[src/rtl/microseq_ctrl.sv]
// Microsequencer controller: decodes the next-address field of the current
// microinstruction and issues a NONE/INC/LOAD command (plus load address) to
// the 11-bit microaddress counter. Supports conditional branches, opcode
// dispatch, wait-on-condition, halt/restart and a hardware return stack.
//
// Handshake: cmd/load_addr are valid every cycle that reset_n is high; the
// counter acts on them at the next posedge. stall plays the role of a
// "not ready" from the datapath and freezes sequencing (cmd=NONE, no stack or
// state change) while the controller is in RUN.

package microaddr;
  typedef enum logic [1:0] {
    CMD_NONE = 2'd0,
    CMD_INC  = 2'd1,
    CMD_LOAD = 2'd2
  } cmd_t;
endpackage

module microseq_ctrl #(
  parameter int          STACK_DEPTH = 4,
  parameter logic [10:0] RESET_VEC   = 11'h000,
  localparam int         DW          = $clog2(STACK_DEPTH + 1)
) (
  input  logic             clk,
  input  logic             reset_n,
  input  logic [10:0]      addr,
  input  logic [2:0]       seq_op,
  input  logic [10:0]      seq_target,
  input  logic [2:0]       cond_sel,
  input  logic             cond_inv,
  input  logic [7:0]       flags,
  input  logic [10:0]      dispatch_addr,
  input  logic             stall,
  input  logic             start,
  output microaddr::cmd_t  cmd,
  output logic [10:0]      load_addr,
  output logic [DW-1:0]    depth,
  output logic             halted,
  output logic             fault,
  output logic [1:0]       dbg_state
);

  typedef enum logic [1:0] {
    ST_BOOT  = 2'd0,
    ST_RUN   = 2'd1,
    ST_HALT  = 2'd2,
    ST_FAULT = 2'd3
  } state_t;

  localparam logic [2:0] OP_NEXT     = 3'd0;
  localparam logic [2:0] OP_JUMP     = 3'd1;
  localparam logic [2:0] OP_JUMP_IF  = 3'd2;
  localparam logic [2:0] OP_CALL     = 3'd3;
  localparam logic [2:0] OP_RET      = 3'd4;
  localparam logic [2:0] OP_DISPATCH = 3'd5;
  localparam logic [2:0] OP_WAIT     = 3'd6;
  localparam logic [2:0] OP_HALT     = 3'd7;

  state_t          state_q, state_d;
  logic [DW-1:0]   depth_q;
  // Sized to the full index range so depth_q can address it directly; only
  // the first STACK_DEPTH entries are ever written.
  logic [10:0]     stack_mem [2**DW];
  logic            push, pop;
  logic            cond;
  logic            stack_full, stack_empty;
  logic [10:0]     ret_addr;
  logic [10:0]     tos;

  assign cond        = flags[cond_sel] ^ cond_inv;
  assign stack_full  = (depth_q == DW'(STACK_DEPTH));
  assign stack_empty = (depth_q == '0);
  assign ret_addr    = addr + 11'd1;
  assign tos         = stack_mem[depth_q - DW'(1)];

  // State register: async reset returns to BOOT.
  always_ff @(posedge clk or negedge reset_n) begin
    if (!reset_n) state_q <= ST_BOOT;
    else          state_q <= state_d;
  end

  // Next-state logic; stall only freezes RUN.
  always_comb begin
    state_d = state_q;
    unique case (state_q)
      ST_BOOT: state_d = ST_RUN;
      ST_RUN: begin
        if (!stall) begin
          if (seq_op == OP_HALT)                      state_d = ST_HALT;
          else if (seq_op == OP_CALL && stack_full)   state_d = ST_FAULT;
          else if (seq_op == OP_RET  && stack_empty)  state_d = ST_FAULT;
        end
      end
      ST_HALT:  if (start) state_d = ST_RUN;
      ST_FAULT: state_d = ST_FAULT;
      default:  state_d = ST_FAULT;
    endcase
  end

  // Output decode: counter command, load address and stack push/pop strobes.
  always_comb begin
    cmd       = microaddr::CMD_NONE;
    load_addr = 11'h000;
    push      = 1'b0;
    pop       = 1'b0;
    if (reset_n) begin
      unique case (state_q)
        ST_BOOT: begin
          cmd       = microaddr::CMD_LOAD;
          load_addr = RESET_VEC;
        end
        ST_RUN: begin
          if (!stall) begin
            unique case (seq_op)
              OP_NEXT: cmd = microaddr::CMD_INC;
              OP_JUMP: begin
                cmd       = microaddr::CMD_LOAD;
                load_addr = seq_target;
              end
              OP_JUMP_IF: begin
                if (cond) begin
                  cmd       = microaddr::CMD_LOAD;
                  load_addr = seq_target;
                end else begin
                  cmd = microaddr::CMD_INC;
                end
              end
              OP_CALL: begin
                if (!stack_full) begin
                  cmd       = microaddr::CMD_LOAD;
                  load_addr = seq_target;
                  push      = 1'b1;
                end
              end
              OP_RET: begin
                if (!stack_empty) begin
                  cmd       = microaddr::CMD_LOAD;
                  load_addr = tos;
                  pop       = 1'b1;
                end
              end
              OP_DISPATCH: begin
                cmd       = microaddr::CMD_LOAD;
                load_addr = dispatch_addr;
              end
              OP_WAIT: if (cond) cmd = microaddr::CMD_INC;
              OP_HALT: cmd = microaddr::CMD_NONE;
              default: cmd = microaddr::CMD_NONE;
            endcase
          end
        end
        ST_HALT: begin
          if (start) begin
            cmd       = microaddr::CMD_LOAD;
            load_addr = RESET_VEC;
          end
        end
        ST_FAULT: cmd = microaddr::CMD_NONE;
        default:  cmd = microaddr::CMD_NONE;
      endcase
    end
  end

  // Stack occupancy: reset discards all entries.
  always_ff @(posedge clk or negedge reset_n) begin
    if (!reset_n)  depth_q <= '0;
    else if (push) depth_q <= depth_q + DW'(1);
    else if (pop)  depth_q <= depth_q - DW'(1);
  end

  // Return-address storage; contents are meaningless once depth is cleared.
  always_ff @(posedge clk) begin
    if (push) stack_mem[depth_q] <= ret_addr;
  end

  assign depth     = depth_q;
  assign halted    = (state_q == ST_HALT);
  assign fault     = (state_q == ST_FAULT);
  assign dbg_state = state_q;

endmodule

[config.mk]
export PLATFORM = sky130hd
export DESIGN_NAME = microseq_ctrl
export DESIGN_NICKNAME = d
export VERILOG_FILES = /design/src/rtl/microseq_ctrl.sv
export SDC_FILE = /design/constraint.sdc
export NUM_CORES = 1
export LEC_CHECK = 0
export BUFFER_PORTS_ARGS = -buffer_cell sky130_fd_sc_hd__buf_2
export CORE_MARGIN = 2
export CORE_UTILIZATION = 28
export CTS_CLUSTER_SIZE = 16
export DETAILED_ROUTE_END_ITERATION = 16
export MAX_ROUTING_LAYER = met4
export PLACE_DENSITY = 0.54
export SYNTH_ARGS = -nofsm -noshare
export SYNTH_HDL_FRONTEND = slang
export SYNTH_SLANG_ARGS = --single-unit
export TNS_END_PERCENT = 20
[constraint.sdc]
create_clock -name clk -period 2.7 [get_ports clk]
set_clock_uncertainty 0.1 [all_clocks]
set_input_delay 0.405 -clock clk [delete_from_list [all_inputs] [get_ports clk]]
set_output_delay 0.405 -clock clk [all_outputs]
set_load 0.05 [all_outputs]
==> results_tabular.tex <==
\begin{tabular}{lr}
\hline
Metric & Value \\
\hline
\multicolumn{2}{l}{\textbf{Outcome}} \\
\quad Result of the run & finished with violations \\
\quad Violations in the final reports & setup timing \\
\multicolumn{2}{l}{\textbf{Clock network}} \\
\quad CTS tree & yes \\
\quad Worst-path clk slew & 0.07 ns \\
\quad Maximum level of the CTS H-tree & 3 \\
\quad Cell chosen for the clock root & sky130\_fd\_sc\_hd\_\_clkbuf\_16 \\
\quad Clock buffers created by TritonCTS & 9 \\
\quad Clock sink total & 93 \\
\quad Worst-Skew Late Latency & 0.34 ns \\
\quad Buffer levels on the longest clock path & 2 \\
\multicolumn{2}{l}{\textbf{Routing}} \\
\quad DR vias & 3082 \\
\quad Routed wire length per instance & 17.5 um \\
\quad Starting DRT DRC Count & 141 \\
\quad Residual DRC count & 0 \\
\quad Mean number of vias per cell & 4.85 \\
\quad Number of detailed-route iterations in the first pass & 5 \\
\quad Number of routed nets with antenna violations & 0 \\
\quad DRT Wirelength & 11100 um \\
\multicolumn{2}{l}{\textbf{Timing}} \\
\quad Hold Vio Cnt, Final & 0 \\
\quad Minimum clock period & 2.95 ns \\
\quad Final number of setup-violating endpoints & 11 \\
\quad Worst hold-check slack & 0.233 ns \\
\quad Slew at the pin closest to its max-slew limit & 0.697 ns \\
\quad Fmax achieved & 339 MHz \\
\quad Setup TNS & -2.32 ns \\
\quad Max-slew violation total from the final report & 0 \\
\quad Portion of the clock cycle consumed by the worst path in the final layout & 109\% \\
\quad Worst Setup Slack, final & -0.248 ns \\
\quad Setup repair after global routing missed its margin & true \\
\quad Headroom to the max-slew limit & 53.3\% \\
\multicolumn{2}{l}{\textbf{Final layout}} \\
\quad Post-layout instance count excluding filler cells & 635 \\
\quad Number of diodes & 0 \\
\quad Layout cells sized above 1 & 47.7\% \\
\quad Area grow syn2layout & 38.5\% \\
\quad Final Core Density & 39.5\% \\
\quad Nets & 468 \\
\multicolumn{2}{l}{\textbf{Flow run}} \\
\quad MaxCap Viol Count & 0 \\
\multicolumn{2}{l}{\textbf{Synth}} \\
\quad Number of register bits inferred by synthesis & 93 \\
\quad Synth cell count leaders & sky130\_fd\_sc\_hd\_\_edfxtp\_1 (88), sky130\_fd\_sc\_hd\_\_o211a\_1 (22), sky130\_fd\_sc\_hd\_\_a21oi\_1 (20), sky130\_fd\_sc\_hd\_\_mux4\_2 (16), sky130\_fd\_sc\_hd\_\_and2\_1 (13) \\
\quad Share of the synthesized netlist area taken by xor and xnor gates & 2.05\% \\
\quad Combined area of all synthesized cells & 0.00471 mm\^{}2 \\
\quad Synth Area in Simple Gates & 10.0\% \\
\quad Number of enable-type register cells in the synthesized netlist & 88 \\
\quad Most common flop cell mapped by yosys & sky130\_fd\_sc\_hd\_\_edfxtp\_1 \\
\quad Mean post-synth cell area & 14.9 um\^{}2 \\
\quad Fraction of synthesized area in multiplexers & 12.7\% \\
\quad Sequential fraction of the synthesis area & 58.8\% \\
\quad Portion of synthesized cell area occupied by the leading cell type & 56.1\% \\
\quad Main combinational cell family by area after synthesis & multiplexers \\
\quad Compound-Gate Fraction of Synth Area & 11.5\% \\
\quad Most area-consuming cells after synthesis & sky130\_fd\_sc\_hd\_\_edfxtp\_1 (56\%), sky130\_fd\_sc\_hd\_\_mux4\_2 (7.7\%), sky130\_fd\_sc\_hd\_\_o211a\_1 (4.7\%), sky130\_fd\_sc\_hd\_\_mux4\_1 (3.9\%), sky130\_fd\_sc\_hd\_\_dfrtp\_1 (2.7\%) \\
\quad Library cell with the largest summed area after synthesis & sky130\_fd\_sc\_hd\_\_edfxtp\_1 \\
\quad Post-Synthesis Net Count & 374 \\
\quad Yosys synthesis warning count & 0 \\
\quad Share of async-settable or async-resettable flops after synthesis & 5.38\% \\
\quad Post-synthesis adder-cell area fraction & 1.59\% \\
\quad Mapped Cells & 316 \\
\quad Top-count cell post-synth & sky130\_fd\_sc\_hd\_\_edfxtp\_1 \\
\quad Distinct cell type count after synthesis & 46 \\
\multicolumn{2}{l}{\textbf{Place}} \\
\quad Inst Count DP & 616 \\
\quad Count of input and output buffers & 71 \\
\quad Routability congestion estimate from global placement & 0.739 \\
\quad Detailed-placement wirelength estimate & 8000 um \\
\multicolumn{2}{l}{\textbf{Global routing}} \\
\quad Grt met3 use & 2.13\% \\
\quad Number of antenna violations at the first check in global routing & 0 \\
\quad Busiest grt layer & met2 \\
\quad Number of global-route vias before repair & 3205 \\
\quad Largest net degree at the start of global routing & 25 \\
\quad GR met2 Demand/Resource & 21.5\% \\
\quad First-pass GRT wire length & 17800 um \\
\quad GRT Overall Usage & 13.4\% \\
\quad Routing usage on met1 & 17.3\% \\
\quad Total congestion overflow & 0 \\
\multicolumn{2}{l}{\textbf{Worst setup path}} \\
\quad Arrival time at the worst endpoint & 2.44 ns \\
\quad Worst path required time & 2.19 ns \\
\quad Startpoint types & register \\
\quad Largest fanout on the critical path & 5 \\
\quad Endpoint kind of the worst setup timing path & primary output \\
\quad Worst setup path category & register to primary output \\
\multicolumn{2}{l}{\textbf{Die}} \\
\quad Core Box Area & 0.0165 mm\^{}2 \\
\quad Count of standard-cell rows & 47 \\
\quad Die span in y & 134 um \\
\quad I/O pin total & 72 \\
\quad Width of the die & 134 um \\
\quad Initial Util & 28.5\% \\
\quad Area of the die & 0.0179 mm\^{}2 \\
\multicolumn{2}{l}{\textbf{Pwr}} \\
\quad Total power & 4.91 mW \\
\quad Maximum ir drop on the vdd rail & 0.000317 V \\
\quad Power density of the placed cells & 753 mW/mm\^{}2 \\
\quad Leakage power & 2.43 nW \\
\multicolumn{2}{l}{\textbf{Worst hold path}} \\
\quad Type of the worst min-delay path & input port to register \\
\hline
\end{tabular}
==> worst max-delay path, cell delays in order, from the launching register on <==
cell and delay (ns):
sky130_fd_sc_hd__dfrtp_2 0.45, sky130_fd_sc_hd__inv_6 0.05, sky130_fd_sc_hd__ha_4 0.31, sky130_fd_sc_hd__buf_12 0.12, sky130_fd_sc_hd__buf_4 0.13, sky130_fd_sc_hd__mux4_2 0.35, sky130_fd_sc_hd__o211a_4 0.19, sky130_fd_sc_hd__o41ai_4 0.26
sky130_fd_sc_hd__a21oi_4 0.04, sky130_fd_sc_hd__buf_4 0.20
==> flip-flops by register name, summed over array words and instances (netlist names) <==
register and flops:
depth 3, stack_mem 88, dbg_state 2
==> power breakdown <==
| part | total (mW) | internal [mW] | switching [mW] |
|---|---|---|---|
| Clock | 1.17 | 0.635 | 0.538 |
| Sequential | 1.66 | 1.62 | 0.0420 |
| Combinational | 2.08 | 0.971 | 1.11 |
==> routing by layer <==
| layer | vias up | part of all wire [%] |
|---|---|---|
| met1 | 1543 | 47 |
| met3 | 7 | 3.1 |
| met5 | - | 0 |
| met2 | 59 | 49 |
| met4 | 0 | 1.4 |
| li1 | 1473 | - |
==> kinds of logic after synthesis <==
group | count (synthesis)
AO/OA/AOI/OAI | 67
XOR/XNOR | 11
flip-flops | 93
AND/OR/NAND/NOR | 82
adder cells (fa/ha/maj) | 6
multiplexers | 28
buffers and inverters | 29
==> worst paths after layout <==
check | slack [ns] | cells after the start | endpoint | startpoint
max | -0.25 | 9 | load_addr[5] | depth[0]
min | 0.23 | 3 | dbg_state[0] | start
max reg2reg | 0.70 | 5 | stack_mem[4][0] | dbg_state[1]
min reg2reg | 0.58 | 1 | dbg_state[1] | dbg_state[1]
max in group asynchronous | 1.97 | 3 | depth[1] | reset_n
min in group asynchronous | 0.40 | 3 | depth[0] | reset_n
==> cell type report <==
class | count | area (um^2)
Timing Repair Buffer | 105 | 748
Inverter | 7 | 31.3
Sequential cell | 93 | 2770
Clock buffer | 9 | 225
Tap cell | 220 | 275
Multi-Input combinational cell | 194 | 2420
Fill cell | 1534 | 10000
Clock inverter | 7 | 56.3
==> cell usage in the layout, fill, tap and decap left out, types with 3 or more instances in the layout <==
| master | Yosys | routed |
|---|---|---|
| sky130_fd_sc_hd__edfxtp_1 | 88 | 88 |
| sky130_fd_sc_hd__buf_4 | 1 | 32 |
| sky130_fd_sc_hd__o211a_4 | 0 | 17 |
| sky130_fd_sc_hd__xor2_1 | 3 | 3 |
| sky130_fd_sc_hd__buf_2 | 7 | 59 |
| sky130_fd_sc_hd__clkbuf_16 | 0 | 9 |
| sky130_fd_sc_hd__mux2i_1 | 4 | 4 |
| sky130_fd_sc_hd__a21oi_4 | 0 | 11 |
| sky130_fd_sc_hd__xnor2_1 | 8 | 8 |
| sky130_fd_sc_hd__nand2b_1 | 4 | 4 |
| sky130_fd_sc_hd__nor3_1 | 7 | 7 |
| sky130_fd_sc_hd__buf_12 | 1 | 6 |
| sky130_fd_sc_hd__o211a_1 | 22 | 5 |
| sky130_fd_sc_hd__nand2_1 | 9 | 9 |
| sky130_fd_sc_hd__buf_6 | 3 | 4 |
| sky130_fd_sc_hd__a21oi_1 | 20 | 8 |
| sky130_fd_sc_hd__and3_1 | 3 | 3 |
| sky130_fd_sc_hd__o41ai_4 | 0 | 11 |
| sky130_fd_sc_hd__inv_6 | 0 | 3 |
| sky130_fd_sc_hd__ha_1 | 6 | 5 |
| sky130_fd_sc_hd__nor4_4 | 0 | 11 |
| sky130_fd_sc_hd__dfrtp_1 | 5 | 3 |
| sky130_fd_sc_hd__nor2_1 | 10 | 10 |
| sky130_fd_sc_hd__o21ai_0 | 5 | 5 |
| sky130_fd_sc_hd__mux4_2 | 16 | 17 |
| sky130_fd_sc_hd__nand3_1 | 11 | 11 |
| sky130_fd_sc_hd__mux4_1 | 7 | 6 |
| sky130_fd_sc_hd__inv_1 | 7 | 5 |
| sky130_fd_sc_hd__and2_1 | 13 | 13 |
==> metrics by stage <==
stage                     setup slack [ns]  area, um^2
after CTS                           -0.268        6480
final                               -0.248        6520
after floorplan                     -0.138        5310
after global routing                -0.318        6520
after global placement             -0.0549        6080
after detailed placement           -0.0530        6080
==> timing repair <==
action,in CTS,in global routing
hold buffers,1,0
endpoints found under the setup margin,11,12
gates cloned,0,0
endpoints found under the hold margin,5,0
pin swaps,1,2
setup buffers,1,1
resized for setup,26,8
Power figures use the tool's default switching activity.
